## src/rtl/axi_master_pkg.sv

```systemverilog
// axi_master_pkg: shared FSM state type, fixed AXI encodings and bus widths
// for axi_burst_master and axi_burst_split.
package axi_master_pkg;

  localparam int ADDR_W = 28;
  localparam int DATA_W = 128;
  localparam int STRB_W = 16;
  localparam int ID_W   = 4;

  localparam logic [2:0] AXI_SIZE_16B   = 3'b100;
  localparam logic [1:0] AXI_BURST_INCR = 2'b01;
  localparam logic [1:0] AXI_RESP_OKAY  = 2'b00;
  localparam logic [3:0] AXI_CACHE_BUF  = 4'b0011;

  typedef enum logic [2:0] {
    ST_IDLE,
    ST_AW,
    ST_W,
    ST_B,
    ST_AR,
    ST_R
  } state_e;

endpackage

```

## src/rtl/axi_burst_split.sv

```systemverilog
// axi_burst_split: size of the next INCR burst, limited by beats remaining,
// MAX_BURST and the 4 KB page. In: addr_blk (addr[11:4]), remaining. Out: chunk, axlen.
module axi_burst_split
  import axi_master_pkg::*;
#(
  parameter int MAX_BURST = 256
) (
  input  logic [7:0] addr_blk,
  input  logic [8:0] remaining,
  output logic [8:0] chunk,
  output logic [7:0] axlen
);

  localparam logic [8:0] MAXB = 9'(MAX_BURST);

  logic [8:0] to_4k;
  logic [8:0] lim;

  always_comb begin
    to_4k = 9'd256 - {1'b0, addr_blk};
    lim   = (MAXB < to_4k) ? MAXB : to_4k;
    chunk = (remaining < lim) ? remaining : lim;
    axlen = 8'(chunk - 9'd1);
  end

endmodule

```

## src/rtl/axi_burst_master.sv

```systemverilog
// axi_burst_master: AXI4 initiator splitting one read/write command into INCR
// bursts. Ports: cmd_*, wr_* / rd_* streams, done, err, m_axi_* (AW/W/B/AR/R).
// Define AXI_BURST_MASTER_ERR_EN to enable the sticky response error flag.
module axi_burst_master
  import axi_master_pkg::*;
#(
  parameter logic [ID_W-1:0] AXI_ID    = 4'h0,
  parameter int              MAX_BURST = 256
) (
  input  logic              clk,
  input  logic              nrst,
  input  logic              cmd_valid,
  output logic              cmd_ready,
  input  logic              cmd_write,
  input  logic [ADDR_W-1:0] cmd_addr,
  input  logic [8:0]        cmd_len,
  input  logic [DATA_W-1:0] wr_data,
  input  logic [STRB_W-1:0] wr_strb,
  input  logic              wr_valid,
  output logic              wr_ready,
  output logic [DATA_W-1:0] rd_data,
  output logic              rd_valid,
  output logic              rd_last,
  input  logic              rd_ready,
  output logic              done,
  output logic              err,
  output logic [ID_W-1:0]   m_axi_awid,
  output logic [ADDR_W-1:0] m_axi_awaddr,
  output logic [7:0]        m_axi_awlen,
  output logic [2:0]        m_axi_awsize,
  output logic [1:0]        m_axi_awburst,
  output logic              m_axi_awlock,
  output logic [3:0]        m_axi_awcache,
  output logic [2:0]        m_axi_awprot,
  output logic [3:0]        m_axi_awqos,
  output logic              m_axi_awvalid,
  input  logic              m_axi_awready,
  output logic [DATA_W-1:0] m_axi_wdata,
  output logic [STRB_W-1:0] m_axi_wstrb,
  output logic              m_axi_wlast,
  output logic              m_axi_wvalid,
  input  logic              m_axi_wready,
  input  logic [ID_W-1:0]   m_axi_bid,
  input  logic [1:0]        m_axi_bresp,
  input  logic              m_axi_bvalid,
  output logic              m_axi_bready,
  output logic [ID_W-1:0]   m_axi_arid,
  output logic [ADDR_W-1:0] m_axi_araddr,
  output logic [7:0]        m_axi_arlen,
  output logic [2:0]        m_axi_arsize,
  output logic [1:0]        m_axi_arburst,
  output logic              m_axi_arlock,
  output logic [3:0]        m_axi_arcache,
  output logic [2:0]        m_axi_arprot,
  output logic [3:0]        m_axi_arqos,
  output logic              m_axi_arvalid,
  input  logic              m_axi_arready,
  input  logic [ID_W-1:0]   m_axi_rid,
  input  logic [DATA_W-1:0] m_axi_rdata,
  input  logic [1:0]        m_axi_rresp,
  input  logic              m_axi_rlast,
  input  logic              m_axi_rvalid,
  output logic              m_axi_rready
);

  state_e            state_q, state_d;
  logic [ADDR_W-1:0] addr_q, addr_d;
  logic [8:0]        rem_q, rem_d;
  logic [7:0]        beat_q, beat_d;
  logic              done_q, done_d;
  logic              live_q;
  logic              err_clr;
  logic              burst_done;
  logic              last_chunk;
  logic [8:0]        chunk;
  logic [7:0]        axlen;
  logic [7:0]        len_out;

  axi_burst_split #(
    .MAX_BURST (MAX_BURST)
  ) u_split (
    .addr_blk  (addr_q[11:4]),
    .remaining (rem_q),
    .chunk     (chunk),
    .axlen     (axlen)
  );

  assign last_chunk = (rem_q == chunk);
  // Keep the length field at 0 whenever nothing is pending.
  assign len_out    = (rem_q == 9'd0) ? 8'd0 : axlen;

  assign m_axi_awid    = AXI_ID;
  assign m_axi_awaddr  = addr_q;
  assign m_axi_awlen   = len_out;
  assign m_axi_awsize  = AXI_SIZE_16B;
  assign m_axi_awburst = AXI_BURST_INCR;
  assign m_axi_awlock  = 1'b0;
  assign m_axi_awcache = AXI_CACHE_BUF;
  assign m_axi_awprot  = 3'b000;
  assign m_axi_awqos   = 4'h0;

  assign m_axi_arid    = AXI_ID;
  assign m_axi_araddr  = addr_q;
  assign m_axi_arlen   = len_out;
  assign m_axi_arsize  = AXI_SIZE_16B;
  assign m_axi_arburst = AXI_BURST_INCR;
  assign m_axi_arlock  = 1'b0;
  assign m_axi_arcache = AXI_CACHE_BUF;
  assign m_axi_arprot  = 3'b000;
  assign m_axi_arqos   = 4'h0;

  assign m_axi_wdata = wr_data;
  assign m_axi_wstrb = wr_strb;
  assign rd_data     = m_axi_rdata;
  assign done        = done_q;

  always_comb begin
    state_d       = state_q;
    addr_d        = addr_q;
    rem_d         = rem_q;
    beat_d        = beat_q;
    done_d        = 1'b0;
    err_clr       = 1'b0;
    burst_done    = 1'b0;
    cmd_ready     = 1'b0;
    m_axi_awvalid = 1'b0;
    m_axi_arvalid = 1'b0;
    m_axi_wvalid  = 1'b0;
    m_axi_wlast   = 1'b0;
    m_axi_bready  = 1'b0;
    m_axi_rready  = 1'b0;
    wr_ready      = 1'b0;
    rd_valid      = 1'b0;
    rd_last       = 1'b0;
    unique case (state_q)
      ST_IDLE: begin
        cmd_ready = live_q;
        if (cmd_valid && live_q) begin
          addr_d  = {cmd_addr[ADDR_W-1:4], 4'h0};
          rem_d   = cmd_len;
          err_clr = 1'b1;
          if (cmd_len == 9'd0) begin
            done_d = 1'b1;
          end else if (cmd_write) begin
            state_d = ST_AW;
          end else begin
            state_d = ST_AR;
          end
        end
      end
      ST_AW: begin
        m_axi_awvalid = 1'b1;
        if (m_axi_awready) state_d = ST_W;
      end
      ST_W: begin
        m_axi_wvalid = wr_valid;
        wr_ready     = m_axi_wready;
        m_axi_wlast  = (beat_q == axlen);
        if (wr_valid && m_axi_wready) begin
          if (m_axi_wlast) begin
            beat_d  = 8'd0;
            state_d = ST_B;
          end else begin
            beat_d = beat_q + 8'd1;
          end
        end
      end
      ST_B: begin
        m_axi_bready = 1'b1;
        burst_done   = m_axi_bvalid;
      end
      ST_AR: begin
        m_axi_arvalid = 1'b1;
        if (m_axi_arready) state_d = ST_R;
      end
      ST_R: begin
        rd_valid     = m_axi_rvalid;
        m_axi_rready = rd_ready;
        rd_last      = m_axi_rlast && last_chunk;
        burst_done   = m_axi_rvalid && rd_ready && m_axi_rlast;
      end
      default: state_d = ST_IDLE;
    endcase
    // Retire a burst: advance the window, then either finish or issue the next.
    if (burst_done) begin
      rem_d  = rem_q - chunk;
      addr_d = addr_q + ADDR_W'({chunk, 4'h0});
      if (last_chunk) begin
        done_d  = 1'b1;
        state_d = ST_IDLE;
      end else begin
        state_d = (state_q == ST_B) ? ST_AW : ST_AR;
      end
    end
  end

  always_ff @(posedge clk or negedge nrst) begin
    if (!nrst) begin
      state_q <= ST_IDLE;
      addr_q  <= '0;
      rem_q   <= '0;
      beat_q  <= '0;
      done_q  <= 1'b0;
      live_q  <= 1'b0;
    end else begin
      state_q <= state_d;
      addr_q  <= addr_d;
      rem_q   <= rem_d;
      beat_q  <= beat_d;
      done_q  <= done_d;
      live_q  <= 1'b1;
    end
  end

`ifdef AXI_BURST_MASTER_ERR_EN
  logic err_q, err_d;
  logic unused_ids;

  assign unused_ids = ^{m_axi_bid, m_axi_rid};

  always_comb begin
    err_d = err_q;
    if (err_clr) err_d = 1'b0;
    if (state_q == ST_B && m_axi_bvalid
        && m_axi_bresp != AXI_RESP_OKAY) err_d = 1'b1;
    if (state_q == ST_R && m_axi_rvalid && rd_ready
        && m_axi_rresp != AXI_RESP_OKAY) err_d = 1'b1;
  end

  always_ff @(posedge clk or negedge nrst) begin
    if (!nrst) err_q <= 1'b0;
    else       err_q <= err_d;
  end

  assign err = err_q;
`else
  logic unused_resp;

  assign unused_resp = ^{m_axi_bid, m_axi_rid, m_axi_bresp,
                         m_axi_rresp, err_clr};
  assign err = 1'b0;
`endif

endmodule
```

## config.mk

```make
export PLATFORM = sky130hd
export DESIGN_NAME = axi_burst_master
export DESIGN_NICKNAME = d
export VERILOG_FILES = /design/src/rtl/axi_master_pkg.sv /design/src/rtl/axi_burst_split.sv /design/src/rtl/axi_burst_master.sv
export SDC_FILE = /design/constraint.sdc
export NUM_CORES = 1
export LEC_CHECK = 0
export ABC_CLOCK_PERIOD_IN_PS = 10500
export BUFFER_PORTS_ARGS = -buffer_cell sky130_fd_sc_hd__clkbuf_2
export CORE_AREA = 10 10 273 275
export DETAILED_ROUTE_END_ITERATION = 8
export DIE_AREA = 0 0 283 285
export PLACE_DENSITY = 0.34
export SYNTH_ARGS = -nofsm -noshare
export SYNTH_HDL_FRONTEND = slang
export SYNTH_SLANG_ARGS = --single-unit
export TNS_END_PERCENT = 100
```

## constraint.sdc

```tcl
create_clock -name clk -period 10.5 [get_ports clk]
set_input_delay 0.525 -clock clk [delete_from_list [all_inputs] [get_ports clk]]
set_output_delay 0.525 -clock clk [all_outputs]
set_load 0.01 [all_outputs]
```

==> summary.md <==
| Metric | Value |
|---|---|
| Clk_lat worst skew | `0.34 ns` |
| Final period utilization | `68.7%` |
| DP Wirelength | `25200 um` |
| Site Rows | `97` |
| Grt ovf | `0` |
| Reg power frac | `14.5%` |
| Period minus WS final | `7.22 ns` |
| I/O pin count | `731` |
| Setup tns final | `0 ns` |
| Share of layout cells above drive strength 1 | `22.3%` |
| Asr flop ratio synth | `100%` |
| Clock root cell | `clkbuf_16` |
| Post-DP Area | `6140 um2` |
| Cts repair resizes | `0` |
| Number of max-cap violations | `0` |
| Outcome | `completed` |
| Worst Path Max Fanout | `24` |
| Psw | `1.62 mW` |
| Vias/cell | `3.07` |
| Gpl congestion | `0.763` |
| Number of synthesized flops with an enable pin | `0` |
| Final hold violation count | `0` |
| Worst-margin pin slew | `0.861 ns` |
| DRC | `0` |
| Area contributors post-synth | `buf_4, dfrtp_1, ha_1, nand2_1, nor2_1` |
| Total power | `2.83 mW` |
| Most frequent cells in the layout | `clkbuf_2, nand2_1, nor2_1` |
| Fmax | `0.139 GHz` |
| Pin count of the biggest net entering global routing | `47` |
| Final Util | `9.07%` |
| Die Y | `285 um` |
| WS Path Type | `flop to output pin` |
| CP Data Required Time | `9.98 ns` |
| Slew margin rel. | `42.4%` |
| Clk slew on worst S/H paths | `0.09 ns` |
| Final Setup Violations | `0` |
| DRT antenna net count | `0` |
| Initial antenna violation count | `0` |
| Die area | `80700 um2` |
| Iter 0 DRT Violations | `223` |
| Routed WL | `30600 um` |
| Cell accounting for the most synthesized area | `buf_4` |
| Wirelength per Cell | `18.6 um` |
| Worst VDD drop | `0.202 mV` |
| Global-route wire length before repair | `41400 um` |
| Clk pwr share | `6.6%` |
| Post-CTS setup buffers | `0` |
| Comb pwr share | `78.9%` |
| Port Buffers | `119` |
| Most common cell after layout, fill and taps aside | `clkbuf_2` |
| YS warnings | `0` |
| Pre-antenna DRT Iters | `4` |
| P per Cell Area | `450 nW/um2` |
| Initial Util | `9.90%` |
| Nature of the critical path endpoint | `output pin` |
| Antenna cell count | `0` |
| Vias | `5046` |
| Static leakage | `2.65 nW` |
| Fin nets | `1065` |
| Placeable Area | `69300 um2` |
| Yosys top cell area share | `38.9%` |
| CP arrival | `6.69 ns` |
| Worst setup margin | `3.28 ns` |
| Number of H-tree levels | `2` |
| Hold WC Path Type | `input port to asynchronous set/reset pin` |
| Design area | `6280 um2` |
| Critical Path Source Type | `flop` |
| CTS tree | `yes` |
| Flops & latches, synth | `46` |
| Switch share | `57.4%` |
| Clock buffer depth | `2` |
| Pint | `1.20 mW` |
| TritonCTS Buffers | `5` |
| Max Slew Vio Count | `0` |
| GRT Overall Usage | `7.27%` |
| Register area share after synthesis | `16.8%` |
| CTS Hold Bufs | `0` |
| Syn Inst Count | `895` |
| Vias in the first global route | `5262` |
| Die outline width | `283 um` |
| Syn Area/Cell | `7.67 um2` |
| Top_reg_cell synth | `dfrtp_1` |
| Mapped cell area | `6860 um2` |
| Synth unique cells | `69` |
| Clk_skew | `0.0197 ns` |
| RSZ-0062 raised after global routing | `no` |
| Placement Setup Slack | `3.53 ns` |
| Clk sinks | `46` |
| Syn-to-layout area delta | `-8.44%` |
-- metal layers --
layer	routed length, um	GRT usage [%]	vias to the layer above
li1	-	-	2213
met5	0	0	-
met1	11400	7.44	2348
met3	3310	3.61	116
met2	14200	11.8	369
met4	1670	4.48	0
-- registers in the layout, summed over array words and instances, names as in the netlist --
signal,count
m_axi_araddr,24
live_q,1
rem_q,9
done,1
state_q,3
beat_q,8
-- synthesized netlist by cell type, types with 7 or more instances --
master	number
buf_4	356
nand2_1	67
nor2_1	61
dfrtp_1	46
a21oi_1	43
ha_1	28
inv_1	28
o21ai_0	23
clkbuf_1	19
nand3_1	17
xnor2_1	17
and3_1	16
xor2_1	16
a31oi_1	15
nor3_1	14
and2_1	9
nand4_1	7
-- stage by stage --
step / std cells / hold slack (ns)
global route: 1643 / 0.400
finish: 1643 / 0.341
global placement: 1635 / 0.534
detailed placement: 1635 / 0.544
floorplan: 945 / 0.229
CTS: 1643 / 0.365
-- worst max-delay path, cell delays in order (launching register included) --
cell	delay [ns]
dfrtp_1	0.54
inv_1	0.11
ha_1	0.26
or4b_4	0.54
or2_2	0.43
nand2_1	0.19
ha_1	0.25
and3_1	0.22
a2111oi_2	0.47
a21o_2	0.49
o21ai_0	0.28
inv_1	0.20
ha_1	0.28
nand2_1	0.12
a311o_1	0.38
mux2i_1	0.25
xnor2_1	0.17
a32oi_2	0.16
nor4_1	0.64
and2_1	0.22
clkbuf_2	0.13
-- cell type report --
| type | instances | area [um2] |
|---|---|---|
| Fill cell | 8165 | 63000 |
| Multi-Input combinational cell | 492 | 3040 |
| Tap cell | 940 | 1180 |
| Sequential cell | 46 | 1150 |
| Timing Repair Buffer | 129 | 671 |
| Clock buffer | 6 | 129 |
| Inverter | 28 | 105 |
| Clock inverter | 2 | 13.8 |
-- power by group through the flow --
stage | clock network (mW) | registers (mW) | logic [mW]
2_1_floorplan | 0 | 0.351 | 1.78
6_report | 0.187 | 0.409 | 2.23
3_5_place_dp | 0 | 0.416 | 2.29
5_1_grt | 0.202 | 0.430 | 2.52
4_1_cts | 0.202 | 0.414 | 2.30
3_3_place_gp | 0 | 0.414 | 2.29
-- worst paths after layout --
check                                                   from  slack (ns)  depth (start not counted)                            to
worst min-delay path                                    nrst        0.34                          2   m_axi_araddr[4]$_DFFE_PN0P_
max in group asynchronous                               nrst        9.60                          2                done$_DFF_PN0_
min in group clk                                cmd_addr[17]        0.40                          3  m_axi_araddr[17]$_DFFE_PN0P_
worst max-delay path             m_axi_araddr[4]$_DFFE_PN0P_        3.28                         20                   m_axi_wlast
worst max register to register   m_axi_araddr[4]$_DFFE_PN0P_        3.78                         23  m_axi_araddr[22]$_DFFE_PN0P_
worst min register to register  m_axi_araddr[23]$_DFFE_PN0P_        0.56                          2  m_axi_araddr[23]$_DFFE_PN0P_
-- kinds of logic (layout without fill, tap and decap cells) --
logic type	after synthesis	in the layout	share of synthesized area [%]
AOI/OAI and AO/OA	143	143	13.8
xor gates and xnor gates	34	34	4.58
adders and majority gates	30	30	5.69
buffers and inverters	407	165	41.9
DFF	46	46	16.8
muxes	7	7	1.15
other	2	52	0.109
and+or+nand+nor	226	226	16.1
(Power assumes the default switching activity.)
